==> src/rtl/c_xbar_req_ctrl.sv <==
// Requester side of a wavefront switch allocator: builds the request matrix from
// per-input packet streams and holds granted outputs from head to tail.
module c_xbar_req_ctrl #(
    parameter int unsigned num_ports = 8
) (
    input  logic                           clk,
    input  logic                           reset,
    input  logic                           active,
    input  logic [num_ports-1:0]           in_valid,
    input  logic [num_ports-1:0]           in_head,
    input  logic [num_ports-1:0]           in_tail,
    input  logic [num_ports*num_ports-1:0] in_dest,
    output logic [num_ports-1:0]           in_ready,
    output logic [num_ports*num_ports-1:0] req,
    input  logic [num_ports*num_ports-1:0] gnt,
    output logic                           update,
    output logic [num_ports*num_ports-1:0] xbar_sel,
    output logic [num_ports-1:0]           out_valid
);

    typedef enum logic {StIdle, StXfer} state_e;

    state_e                           state_q [num_ports];
    state_e                           state_d [num_ports];
    logic [num_ports*num_ports-1:0]   conn_q, conn_d;
    logic [num_ports-1:0]             busy_q, busy_d;
    logic [num_ports*num_ports-1:0]   gnt_m;

    // Reset gates req directly so every derived output drops without a clock edge.
    always_comb begin
        req = '0;
        for (int unsigned i = 0; i < num_ports; i++) begin
            for (int unsigned o = 0; o < num_ports; o++) begin
                req[i*num_ports+o] = !reset && (state_q[i] == StIdle) && in_valid[i] &&
                                     in_head[i] && in_dest[i*num_ports+o] && !busy_q[o];
            end
        end
    end

    // Stray grant bits outside req are discarded here.
    assign gnt_m    = gnt & req;
    assign update   = |gnt_m;
    assign xbar_sel = conn_q | gnt_m;

    always_comb begin
        out_valid = '0;
        for (int unsigned o = 0; o < num_ports; o++) begin
            for (int unsigned i = 0; i < num_ports; i++) begin
                out_valid[o] = out_valid[o] | (xbar_sel[i*num_ports+o] & in_valid[i]);
            end
        end
    end

    always_comb begin
        state_d  = state_q;
        conn_d   = conn_q;
        in_ready = '0;
        for (int unsigned i = 0; i < num_ports; i++) begin
            unique case (state_q[i])
                StIdle: begin
                    if (|gnt_m[i*num_ports +: num_ports]) begin
                        in_ready[i] = 1'b1;
                        // Single-flit packets never take a lock.
                        if (!in_tail[i]) begin
                            state_d[i]                     = StXfer;
                            conn_d[i*num_ports +: num_ports] = gnt_m[i*num_ports +: num_ports];
                        end
                    end
                end
                StXfer: begin
                    in_ready[i] = in_valid[i];
                    if (in_valid[i] && in_tail[i]) begin
                        state_d[i]                     = StIdle;
                        conn_d[i*num_ports +: num_ports] = '0;
                    end
                end
                default: ;
            endcase
        end
    end

    always_comb begin
        busy_d = '0;
        for (int unsigned o = 0; o < num_ports; o++) begin
            for (int unsigned i = 0; i < num_ports; i++) begin
                busy_d[o] = busy_d[o] | conn_d[i*num_ports+o];
            end
        end
    end

    always_ff @(posedge clk or posedge reset) begin
        if (reset) begin
            state_q <= '{default: StIdle};
            conn_q  <= '0;
            busy_q  <= '0;
        end else if (active) begin
            state_q <= state_d;
            conn_q  <= conn_d;
            busy_q  <= busy_d;
        end
    end

    logic [num_ports-1:0] xfer_head;
    always_comb begin
        xfer_head = '0;
        for (int unsigned i = 0; i < num_ports; i++) begin
            xfer_head[i] = (state_q[i] == StXfer) && in_valid[i] && in_head[i];
        end
    end

    a_no_head_in_xfer: assert property (@(posedge clk) disable iff (reset)
        active |-> (xfer_head == '0));

    a_gnt_within_req: assert property (@(posedge clk) disable iff (reset)
        (gnt & ~req) == '0);

endmodule

==> config.mk <==
export PLATFORM = sky130hd
export DESIGN_NAME = c_xbar_req_ctrl
export DESIGN_NICKNAME = d
export VERILOG_FILES = /design/src/rtl/c_xbar_req_ctrl.sv
export SDC_FILE = /design/constraint.sdc
export NUM_CORES = 1
export LEC_CHECK = 0
export BUFFER_PORTS_ARGS = -buffer_cell sky130_fd_sc_hd__buf_2
export CAP_MARGIN = 20
export CELL_PAD_IN_SITES_DETAIL_PLACEMENT = 1
export CELL_PAD_IN_SITES_GLOBAL_PLACEMENT = 1
export CORE_UTILIZATION = 31
export CTS_CLUSTER_SIZE = 14
export DETAILED_ROUTE_END_ITERATION = 10
export PLACE_DENSITY_LB_ADDON = 0.1
export SETUP_SLACK_MARGIN = 0.4
export SLEW_MARGIN = 20
export SYNTH_ARGS = -nofsm -noshare
export SYNTH_HDL_FRONTEND = slang
export SYNTH_SLANG_ARGS = --single-unit
==> constraint.sdc <==
create_clock -name clk -period 2.65 [get_ports clk]
set_clock_uncertainty 0.15 [all_clocks]
set_input_delay 0.265 -clock clk [delete_from_list [all_inputs] [get_ports clk]]
set_output_delay 0.265 -clock clk [all_outputs]
set_load 0.1 [all_outputs]
==> results of run 1 <==
-- layer usage --
metal / GRT overflow / global-route usage [%]
met1: 5 / 84.6
met2: 381 / 105
met3: 15 / 76.0
met4: 173 / 96.5
met5: 1 / 38.3
-- cells by family after synthesis --
logic type | after synthesis
flops | 80
simple gates | 454
compound gates | 290
buf+inv | 83
mux | 5
-- metrics by stage --
step / area [um2] / cells / TNS [ns]
after floorplan: 8220 / 912 / -8.40
after global placement: 13900 / 1708 / -1.76
after detailed placement: 13900 / 1708 / -3.47
after CTS: 16100 / 1809 / -2.54
-- timing repair --
item	4_1_cts
resized for setup	295
buffers inserted	85
setup endpoints to repair	193
pin swaps	87
hold buffers	0
==> results.sh, run 1 <==
export IMPL_clock_path_buffers=2
export IMPL_cts_sinks=80
export IMPL_run_status="stopped before the end"
export IMPL_synth_top_area_share_pct=28.1
export IMPL_gp_congestion=0.992
export IMPL_rows=55
export IMPL_syn_num_nets=1067
export IMPL_dpl_worst_slack_ns=-0.452
export IMPL_io_pins=300
export IMPL_async_reset_ff_share_pct=100
export IMPL_grt_max_degree=81
export IMPL_yosysSeqAreaShare_pct=28.1
export IMPL_synth_top_family_by_area="simple AND/OR/NAND/NOR gates"
export IMPL_hpwl_um=40400
export IMPL_synth_area_leader_cell="dfrtp_1"
export IMPL_post_synth_top_count_cell="nand2_1"
export IMPL_avgSynthCellArea_um2=7.82
export IMPL_port_buffers=299
export IMPL_muxShareOfSynthArea_pct=0.719
export IMPL_synth_area_leaders="dfrtp_1 (28%), nor3b_1 (6.6%), nand2_1 (6.0%), nand3b_1 (5.9%), a22oi_1 (5.8%)"
export IMPL_synth_edff_count=0
export IMPL_haltStage="global routing (5_1_grt)"
export IMPL_initial_core_util_pct=31.6
export IMPL_ys_seq_elements=80
export IMPL_cts_root_buffer="clkbuf_16"
export IMPL_synth_compound_area_share_pct=29.0
export IMPL_grt_worst_setup_endpoint="update"
export IMPL_ys_types=78
export IMPL_error="[ERROR GRT-0232] Routing congestion too high. Check the congestion heatmap in the GUI."
export IMPL_synth_xor_area_share_pct=0
export IMPL_yosys_warnings=0
export IMPL_synthFlopType="dfrtp_1"
export IMPL_cts_made_buffers=9
export IMPL_grt_overflow=575
export IMPL_synth_adder_area_share_pct=0
export IMPL_htree_levels=3
export IMPL_synth_cells=912
export IMPL_netlist_area_um2=7130
export IMPL_yosys_area_share_simple_pct=36.8
export IMPL_dieHeight_um=154
export IMPL_grt_usage_pct=88.7
export IMPL_synth_common_cells="nand2_1 (114), dfrtp_1 (80), nor2_1 (70)"
export IMPL_die_w_um=154
export IMPL_worst_ep_kind="top-level output"
==> run 2: changes to the inputs <==
==> config.mk (replaced) <==
export PLATFORM = sky130hd
export DESIGN_NAME = c_xbar_req_ctrl
export DESIGN_NICKNAME = d
export VERILOG_FILES = /design/src/rtl/c_xbar_req_ctrl.sv
export SDC_FILE = /design/constraint.sdc
export NUM_CORES = 1
export LEC_CHECK = 0
export BUFFER_PORTS_ARGS = -buffer_cell sky130_fd_sc_hd__buf_2
export CAP_MARGIN = 20
export CORE_UTILIZATION = 35
export DETAILED_ROUTE_END_ITERATION = 10
export PLACE_DENSITY_LB_ADDON = 0.15
export SLEW_MARGIN = 20
export SYNTH_ARGS = -nofsm -noshare
export SYNTH_HDL_FRONTEND = slang
export SYNTH_SLANG_ARGS = --single-unit
==> constraint.sdc (replaced) <==
create_clock -name clk -period 3.44 [get_ports clk]
set_clock_uncertainty 0.15 [all_clocks]
set_input_delay 0.344 -clock clk [delete_from_list [all_inputs] [get_ports clk]]
set_output_delay 0.344 -clock clk [all_outputs]
set_load 0.1 [all_outputs]
==> results.sh, run 2 <==
export IMPL_run_status="finished, final reports clean"
export IMPL_netlist_area_um2=7130
export IMPL_placed_area_um2=10200
export IMPL_cp_data_required_time_ns=2.95
export IMPL_gp_congestion=0.988
export IMPL_die_w_um=145
export IMPL_wire_per_inst_um=27.0
export IMPL_critPathArrivalTime_ns=2.81
export IMPL_clock_path_buffers=2
export IMPL_fin_crit_ns=3.31
export IMPL_async_reset_ff_share_pct=100
export IMPL_post_route_util_pct=53.7
export IMPL_cts_sinks=80
export IMPL_grt_pass1_vias=8607
export IMPL_ys_seq_elements=80
export IMPL_startpoint_type="flip-flop"
export IMPL_drc=0
export IMPL_r2r_slack_ns=0.47
export IMPL_r2r_start="busy_q[2]"
export IMPL_worstSkewPairLatency_ns=0.36
export IMPL_ant_nets=0
export IMPL_seqCellArea_um2=2010
export IMPL_hold_viol_final=0
export IMPL_drt_wl_total_um=40500
export IMPL_top_register="conn_q"
export IMPL_avgSynthCellArea_um2=7.82
export IMPL_synth_cells=912
export IMPL_yosys_warnings=0
export IMPL_synth_area_leaders="dfrtp_1 (28%), nor3b_1 (6.6%), nand2_1 (6.0%), nand3b_1 (5.9%), a22oi_1 (5.8%)"
export IMPL_vias_per_cell=6.25
export IMPL_final_common_cell="buf_2"
export IMPL_reg_top3="conn_q (64), busy_q (8), state_q (8)"
export IMPL_synth_area_leader_cell="dfrtp_1"
export IMPL_die_area_um2=20900
export IMPL_drive_gt1_share_pct=43.5
export IMPL_grt_overflow=0
export IMPL_hpwl_um=32400
export IMPL_synthFlopType="dfrtp_1"
export IMPL_port_buffers=299
export IMPL_most_common_layout_cells="buf_2 (266), nand2_1 (110), dfrtp_1 (77), buf_4 (70), nor2_1 (69)"
export IMPL_p_leak_uw=0.00488
export IMPL_grt_pass1_wl_um=57700
export IMPL_dp_cells=1482
export IMPL_area_growth_synth_to_final_pct=48.4
export IMPL_crit_fanout=14
export IMPL_grt_max_degree=47
export IMPL_nFillCells=1869
export IMPL_n_antenna_cell=0
export IMPL_post_synth_top_count_cell="nand2_1"
export IMPL_synth_edff_count=0
export IMPL_synth_common_cells="nand2_1 (114), dfrtp_1 (80), nor2_1 (70)"
export IMPL_nNetsFinal=1383
export IMPL_hold_path_depth=3
export IMPL_vias=9363
export IMPL_grt_usage_pct=38.8
export IMPL_maxSlewViolCount=0
export IMPL_setup_viol=0
export IMPL_path_clk_slew_ns=0.07
export IMPL_worst_pin_slew_ns=1.10
export IMPL_dr_pass1_iters=6
export IMPL_fmax_ghz=0.302
export IMPL_htree_levels=3
export IMPL_drt_iter0_markers=1006
export IMPL_fin_crit_sh_pct=96.1
export IMPL_postCtsSetupBuffers=0
export IMPL_synth_top_area_share_pct=28.1
export IMPL_rows=51
export IMPL_whs_endpoint="conn_q[20]"
export IMPL_core_area_um2=19700
export IMPL_reg2reg_to="busy_q[1]"
export IMPL_ys_types=78
export IMPL_syn_num_nets=1067
export IMPL_cts_tree="yes"
export IMPL_hp_class="input pin to flip-flop"
export IMPL_hp_start="gnt[20]"
export IMPL_critPathKind="flip-flop to primary output"
export IMPL_cts_made_buffers=9
export IMPL_multi_input_area_um2=5290
export IMPL_maxCapViolCount=0
export IMPL_critPathCaptureType="primary output"
export IMPL_max_slew_margin_pct=26.4
export IMPL_final_area_um2=10600
export IMPL_antenna_found_initial=0
export IMPL_cts_root_buffer="clkbuf_16"
export IMPL_yosysSeqAreaShare_pct=28.1
export IMPL_io_pins=300
export IMPL_powerDensity_nw_per_um2=820
export IMPL_initial_core_util_pct=36.2
export IMPL_rsz0062_at_grt="no"
export IMPL_largest_reg_flops=64
export IMPL_stdcell_count=1498
export IMPL_hold_slack_ns=0.142
export IMPL_dieHeight_um=145
export IMPL_ctsHoldBuffers=0
export IMPL_ir_drop_mv=0.798
export IMPL_ff2ff_path_depth=10
[run 2: cell counts after synthesis]
Identical to the previous run, type by type.
[run 2: layout make-up]
cell class / instances / area share (%)
clock buffer: 11 / 2.29
clock inverter: 5 / 0.757
inverter: 16 / 0.568
multi-input combinational: 749 / 50.0
sequential: 80 / 19.0
tap: 265 / 3.13
timing repair buffer: 372 / 24.3
[run 2: stage by stage]
stage / TNS, ns / worst slack [ns] / total power, uW
after floorplan: -1.34 / -0.431 / 5500
after global placement: 0 / 0.296 / 7440
after detailed placement: 0 / 0.363 / 7460
after CTS: 0 / 0.0977 / 8560
after global routing: 0 / 0.0116 / 8910
final: 0 / 0.133 / 8670
[run 2: power breakdown]
part           internal [uW]  switching (uW)  total (uW)
combinational           1680            4110        5790
clock                    656             447        1100
sequential              1230             557        1780
[run 2: worst max-delay path by stage]
stage               start  cells past startpoint            to  slack, ns
6_report       state_q[3]                      8  out_valid[7]       0.13
5_1_grt         busy_q[2]                      8        update       0.01
3_3_place_gp    busy_q[2]                      8        update       0.30
3_5_place_dp    busy_q[2]                     10     busy_q[1]       0.36
2_1_floorplan       reset                      7  out_valid[0]      -0.43
4_1_cts         busy_q[3]                      7        update        0.1
[run 2: per-layer routing]
| layer | global-route usage [%] | up-vias | wire [um] |
|---|---|---|---|
| li1 | - | 4081 | - |
| met1 | 52.7 | 4495 | 16600 |
| met2 | 60.8 | 686 | 18000 |
| met3 | 6.94 | 101 | 4200 |
| met4 | 15.8 | 0 | 1680 |
| met5 | 0 | - | 0 |
[run 2: logic make-up (layout without fill, tap and decap cells)]
family	after synthesis	after routing	synth area share, %
flip-flops	80	80	28.1
AND/OR/NAND/NOR	454	454	36.8
AO/OA/AOI/OAI	290	290	29.0
multiplexers	5	5	0.719
buffers and inverters	83	404	5.44
[run 2: critical path, stage by stage (launching register included)]
cell and delay, ns:
dfrtp_2 0.51, nand4bb_1 0.20, buf_4 0.24, nor3b_4 0.06, and2_1 0.20, or2_4 0.26
a222oi_1 0.41, nand4_1 0.31, buf_12 0.26
[run 2: what timing repair did]
action / 4_1_cts / 5_1_grt
endpoints found under the setup margin: 1 / 4
pin swaps: 0 / 1
gates resized for setup: 1 / 4
(Power assumes the default switching activity.)
==> run 3: changes to the inputs <==
--- a/config.mk
+++ b/config.mk
@@ -8,6 +8,7 @@
 export BUFFER_PORTS_ARGS = -buffer_cell sky130_fd_sc_hd__buf_2
 export CAP_MARGIN = 20
 export CORE_UTILIZATION = 35
+export CTS_BUF_LIST = sky130_fd_sc_hd__clkbuf_4 sky130_fd_sc_hd__clkbuf_8 sky130_fd_sc_hd__clkbuf_16
 export DETAILED_ROUTE_END_ITERATION = 10
 export PLACE_DENSITY_LB_ADDON = 0.15
 export SLEW_MARGIN = 20
==> results.sh, run 3 (synthesized netlist as in run 2, its figures left out) <==
export IMPL_largest_reg_flops=64
export IMPL_port_buffers=299
export IMPL_die_w_um=145
export IMPL_area_growth_synth_to_final_pct=48.5
export IMPL_crit_chain="nand4bb_1, buf_4, nor3b_4, and2_1, or2_4, a222oi_1, nand4_1, buf_12"
export IMPL_io_pins=300
export IMPL_grt_max_degree=47
export IMPL_p_leak_uw=0.00488
export IMPL_grt_pass1_vias=8607
export IMPL_placed_area_um2=10200
export IMPL_hold_slack_ns=0.142
export IMPL_reg_top3="conn_q (64), busy_q (8), state_q (8)"
export IMPL_rows=51
export IMPL_grt_overflow=0
export IMPL_core_area_um2=19700
export IMPL_path_buf_inv=2
export IMPL_max_slew_margin_pct=26.6
export IMPL_gp_congestion=0.988
export IMPL_drc=0
export IMPL_fmax_ghz=0.303
export IMPL_most_common_layout_cells="buf_2 (266), nand2_1 (110), dfrtp_1 (77), buf_4 (70), nor2_1 (69)"
export IMPL_dp_cells=1482
export IMPL_critPathKind="flip-flop to primary output"
export IMPL_vias_per_cell=6.26
export IMPL_hpwl_um=32400
export IMPL_ctsHoldBuffers=0
export IMPL_cp_data_required_time_ns=2.95
export IMPL_final_area_um2=10600
export IMPL_critical_path_slowest_cell="dfrtp_2"
export IMPL_dieHeight_um=145
export IMPL_maxSlewViolCount=0
export IMPL_powerDensity_nw_per_um2=820
export IMPL_antenna_found_initial=0
export IMPL_dr_pass1_iters=7
export IMPL_cp_top_family="simple AND/OR/NAND/NOR gates"
export IMPL_htree_levels=3
export IMPL_cts_tree="yes"
export IMPL_wire_per_inst_um=27.0
export IMPL_drt_wl_total_um=40500
export IMPL_top_register="conn_q"
export IMPL_hold_viol_final=0
export IMPL_drive_gt1_share_pct=43.6
export IMPL_startpoint_type="flip-flop"
export IMPL_hp_class="input pin to flip-flop"
export IMPL_critPathArrivalTime_ns=2.81
export IMPL_cts_made_buffers=9
export IMPL_fin_tns_setup_ns=0
export IMPL_drt_iter0_markers=1006
export IMPL_final_common_cell="buf_2"
export IMPL_grt_pass1_wl_um=57700
export IMPL_max_stage_delay_ns=0.51
export IMPL_nNetsFinal=1383
export IMPL_setup_viol=0
export IMPL_worst_pin_slew_ns=1.10
export IMPL_stdcell_count=1498
export IMPL_post_route_util_pct=53.7
export IMPL_ant_nets=0
export IMPL_fin_crit_ns=3.31
export IMPL_path_clk_slew_ns=0.07
export IMPL_crit_fanout=14
export IMPL_cts_root_buffer="clkbuf_16"
export IMPL_cts_sinks=80
export IMPL_die_area_um2=20900
export IMPL_vias=9370
export IMPL_rsz0062_at_grt="no"
export IMPL_grt_usage_pct=38.8
export IMPL_run_status="finished, final reports clean"
export IMPL_n_antenna_cell=0
export IMPL_postCtsSetupBuffers=0
export IMPL_fin_crit_sh_pct=96.1
export IMPL_maxCapViolCount=0
export IMPL_clock_path_buffers=2
export IMPL_initial_core_util_pct=36.2
export IMPL_worstSkewPairLatency_ns=0.36
export IMPL_ir_drop_mv=0.798
export IMPL_critPathCaptureType="primary output"
==> run 3: repair_timing <==
action,in CTS,in global routing
endpoints found under the setup margin,1,4
pin swaps,0,1
cloned,0,0
gates resized for setup,1,4
==> run 3: per-layer routing <==
| layer | track usage (%) | up-vias | share of wire (%) | wire [um] |
|---|---|---|---|---|
| li1 | - | 4083 | - | - |
| met1 | 52.7 | 4512 | 41 | 16700 |
| met2 | 60.8 | 678 | 45 | 18100 |
| met5 | 0 | - | 0 | 0 |
| met4 | 15.8 | 0 | 4.0 | 1640 |
| met3 | 6.94 | 97 | 10 | 4130 |
==> run 3: worst paths after layout <==
check                      startpoint            to  slack (ns)  depth (start not counted)
setup / recovery           state_q[3]  out_valid[7]        0.13                          8
hold / removal                gnt[20]    conn_q[20]        0.14                          3
setup reg to reg            busy_q[2]     busy_q[1]        0.47                         10
hold reg to reg            conn_q[63]    conn_q[63]        0.38                          2
max in group asynchronous       reset    conn_q[19]        2.47                          3
min in group asynchronous       reset    conn_q[15]        0.21                          3
==> run 3: report_power, final <==
group          internal [uW]  total (uW)  switching [uW]
Sequential              1230        1780             556
Clock                    664        1110             447
Combinational           1680        5790            4110
Total                   3570        8680            5110
==> run 3: through the flow <==
stage / setup slack (ns) / power (uW)
finish: 0.134 / 8680
global route: 0.0116 / 8920
CTS: 0.0977 / 8570
detailed placement: 0.363 / 7460
global placement: 0.296 / 7440
floorplan: -0.431 / 5500
==> run 3: layout make-up <==
type                       count  area, um2
inverter                      16       60.1
clock buffer                  11        246
clock inverter                 5       80.1
fill                        1870       9130
sequential                    80       2010
timing repair buffer         372       2570
multi-input combinational    749       5290
tap                          265        332
==> run 3: tightest hold or removal path, stage by stage <==
cell     delay [ns]
buf_2          0.13
nand3_1        0.06
o21ai_0        0.06
==> run 4: changes to the inputs <==
--- a/config.mk
+++ b/config.mk
@@ -6,11 +6,11 @@
 export NUM_CORES = 1
 export LEC_CHECK = 0
 export BUFFER_PORTS_ARGS = -buffer_cell sky130_fd_sc_hd__buf_2
-export CAP_MARGIN = 20
 export CORE_UTILIZATION = 35
 export CTS_BUF_LIST = sky130_fd_sc_hd__clkbuf_4 sky130_fd_sc_hd__clkbuf_8 sky130_fd_sc_hd__clkbuf_16
 export DETAILED_ROUTE_END_ITERATION = 10
-export PLACE_DENSITY_LB_ADDON = 0.15
+export PLACE_DENSITY = 0.6
+export REMOVE_ABC_BUFFERS = 1
 export SLEW_MARGIN = 20
 export SYNTH_ARGS = -nofsm -noshare
 export SYNTH_HDL_FRONTEND = slang
==> results.sh, run 4 (synthesized netlist as in run 2, its figures left out) <==
export IMPL_run_status="finished, final reports clean"
export IMPL_crit_fanout=10
export IMPL_powerDensity_nw_per_um2=847
export IMPL_hpwl_um=31200
export IMPL_startpoint_type="flip-flop"
export IMPL_port_buffers=299
export IMPL_core_area_um2=19700
export IMPL_drt_iter0_markers=1254
export IMPL_dr_pass1_iters=7
export IMPL_nFillCells=1940
export IMPL_dpl_worst_slack_ns=0.312
export IMPL_postCtsSetupBuffers=0
export IMPL_hp_class="input pin to flip-flop"
export IMPL_vias=9411
export IMPL_grt_pass1_wl_um=54900
export IMPL_rsz0062_at_grt="no"
export IMPL_post_cts_resized=1
export IMPL_area_growth_synth_to_final_pct=35.1
export IMPL_pwr_share_comb_pct=64.7
export IMPL_cts_made_buffers=9
export IMPL_cp_data_required_time_ns=2.95
export IMPL_critPathCaptureType="primary output"
export IMPL_path_clk_slew_ns=0.07
export IMPL_worstSkewPairLatency_ns=0.36
export IMPL_power_switching_uw=4980
export IMPL_max_slew_margin_pct=25.7
export IMPL_fin_crit_ns=3.40
export IMPL_maxCapViolCount=0
export IMPL_die_w_um=145
export IMPL_clock_path_buffers=2
export IMPL_nNetsFinal=1378
export IMPL_dieHeight_um=145
export IMPL_top_register="conn_q"
export IMPL_placed_area_um2=9320
export IMPL_fmax_ghz=0.294
export IMPL_grt_usage_pct=36.7
export IMPL_seqPwrFrac_pct=22.6
export IMPL_switching_share_pct=61.0
export IMPL_r2r_slack_ns=0.37
export IMPL_die_area_um2=20900
export IMPL_ctsHoldBuffers=0
export IMPL_setup_ws_ns=0.0393
export IMPL_maxSlewViolCount=0
export IMPL_critPathKind="flip-flop to primary output"
export IMPL_rows=51
export IMPL_grt_pass1_vias=8447
export IMPL_ff2ff_path_depth=6
export IMPL_drt_wl_total_um=39200
export IMPL_final_common_cell="buf_2"
export IMPL_cts_tree="yes"
export IMPL_pwr_share_clk_pct=12.6
export IMPL_worst_pin_slew_ns=1.11
export IMPL_gp_congestion=1.03
export IMPL_cts_sinks=80
export IMPL_fin_crit_sh_pct=98.9
export IMPL_most_common_layout_cells="buf_2 (288), nand2_1 (114), dfrtp_1 (76), nor2_1 (70), buf_4 (67)"
export IMPL_wire_per_inst_um=26.2
export IMPL_final_area_um2=9630
export IMPL_power_internal_uw=3190
export IMPL_grt_overflow=0
export IMPL_largest_reg_flops=64
export IMPL_hold_path_depth=3
export IMPL_fin_tns_setup_ns=0
export IMPL_antenna_found_initial=1
export IMPL_cts_root_buffer="clkbuf_16"
export IMPL_setup_viol=0
export IMPL_critPathArrivalTime_ns=2.91
export IMPL_seqCellArea_um2=2010
export IMPL_drc=0
export IMPL_vias_per_cell=6.30
export IMPL_p_leak_uw=0.00451
export IMPL_grt_max_degree=34
export IMPL_multi_input_area_um2=4740
export IMPL_drive_gt1_share_pct=35.4
export IMPL_hold_viol_final=0
export IMPL_ir_drop_mv=1.17
export IMPL_ant_nets=0
export IMPL_reg_top3="conn_q (64), busy_q (8), state_q (8)"
export IMPL_io_pins=300
export IMPL_htree_levels=3
export IMPL_initial_core_util_pct=36.2
## run 4: cell types whose count changed in the layout (fill, tap and decap cells not counted), moves of 4 or more
| cell | previous run | this run |
|---|---|---|
| o21bai_1 | 6 | 24 |
| nand2_1 | 110 | 114 |
| nand2_2 | 4 | 0 |
| buf_12 | 35 | 12 |
| nand2b_1 | 11 | 17 |
| or2_4 | 4 | 0 |
| o21bai_2 | 18 | 0 |
| buf_2 | 266 | 288 |
| nor3b_2 | 49 | 0 |
| nor3b_4 | 13 | 0 |
| or2_2 | 26 | 30 |
| nor3b_1 | 1 | 63 |
| nand2b_4 | 5 | 0 |
## run 4: critical path: stages, from the launching register on
cell and delay, ns:
dfrtp_1 0.77, nand3b_1 0.23, nand2_1 0.09, o41ai_1 0.38, buf_4 0.22, nor4b_1 0.36
nand4_1 0.26, buf_12 0.25
## run 4: layer usage
metal / global-route usage [%] / part of all wire [%]
met5: 0 / 0.033
met4: 17.5 / 4.4
met3: 5.99 / 10
met2: 56.5 / 45
met1: 49.9 / 41
## run 4: cell type report
class | count | area share, %
diodes | 1 | 0.0260
clock inverters | 6 | 0.701
repair buffers | 367 | 22.7
multi-input cells | 749 | 49.2
well taps | 265 | 3.44
inverters | 16 | 0.623
flip-flops and latches | 80 | 20.8
clock buffers | 10 | 2.48
## run 4: power by group through the flow
stage	clock (uW)	combinational [uW]	sequential, uW
3_5_place_dp	0	5210	1820
4_1_cts	1030	5220	1800
3_3_place_gp	0	5200	1820
2_1_floorplan	0	3700	1580
6_report	1030	5280	1850
5_1_grt	1070	5460	1860
## run 4: path summary, 6_finish.rpt
| check | from | to |
|---|---|---|
| max | busy_q[6] | update |
| min | gnt[20] | conn_q[20] |
| max reg2reg | busy_q[6] | busy_q[2] |
| min reg2reg | conn_q[56] | conn_q[56] |
| max in group asynchronous | reset | busy_q[1] |
| min in group asynchronous | reset | conn_q[48] |
## run 4: stage by stage
step	instances	hold WS (ns)	power [uW]	util, %
after floorplan	845	0.299	5280	-
after CTS	1493	0.142	8050	48.8
after global placement	1477	0.364	7020	47.3
after global routing	1493	0.196	8380	48.8
after detailed placement	1477	0.369	7030	47.3
final	1494	0.151	8160	48.9
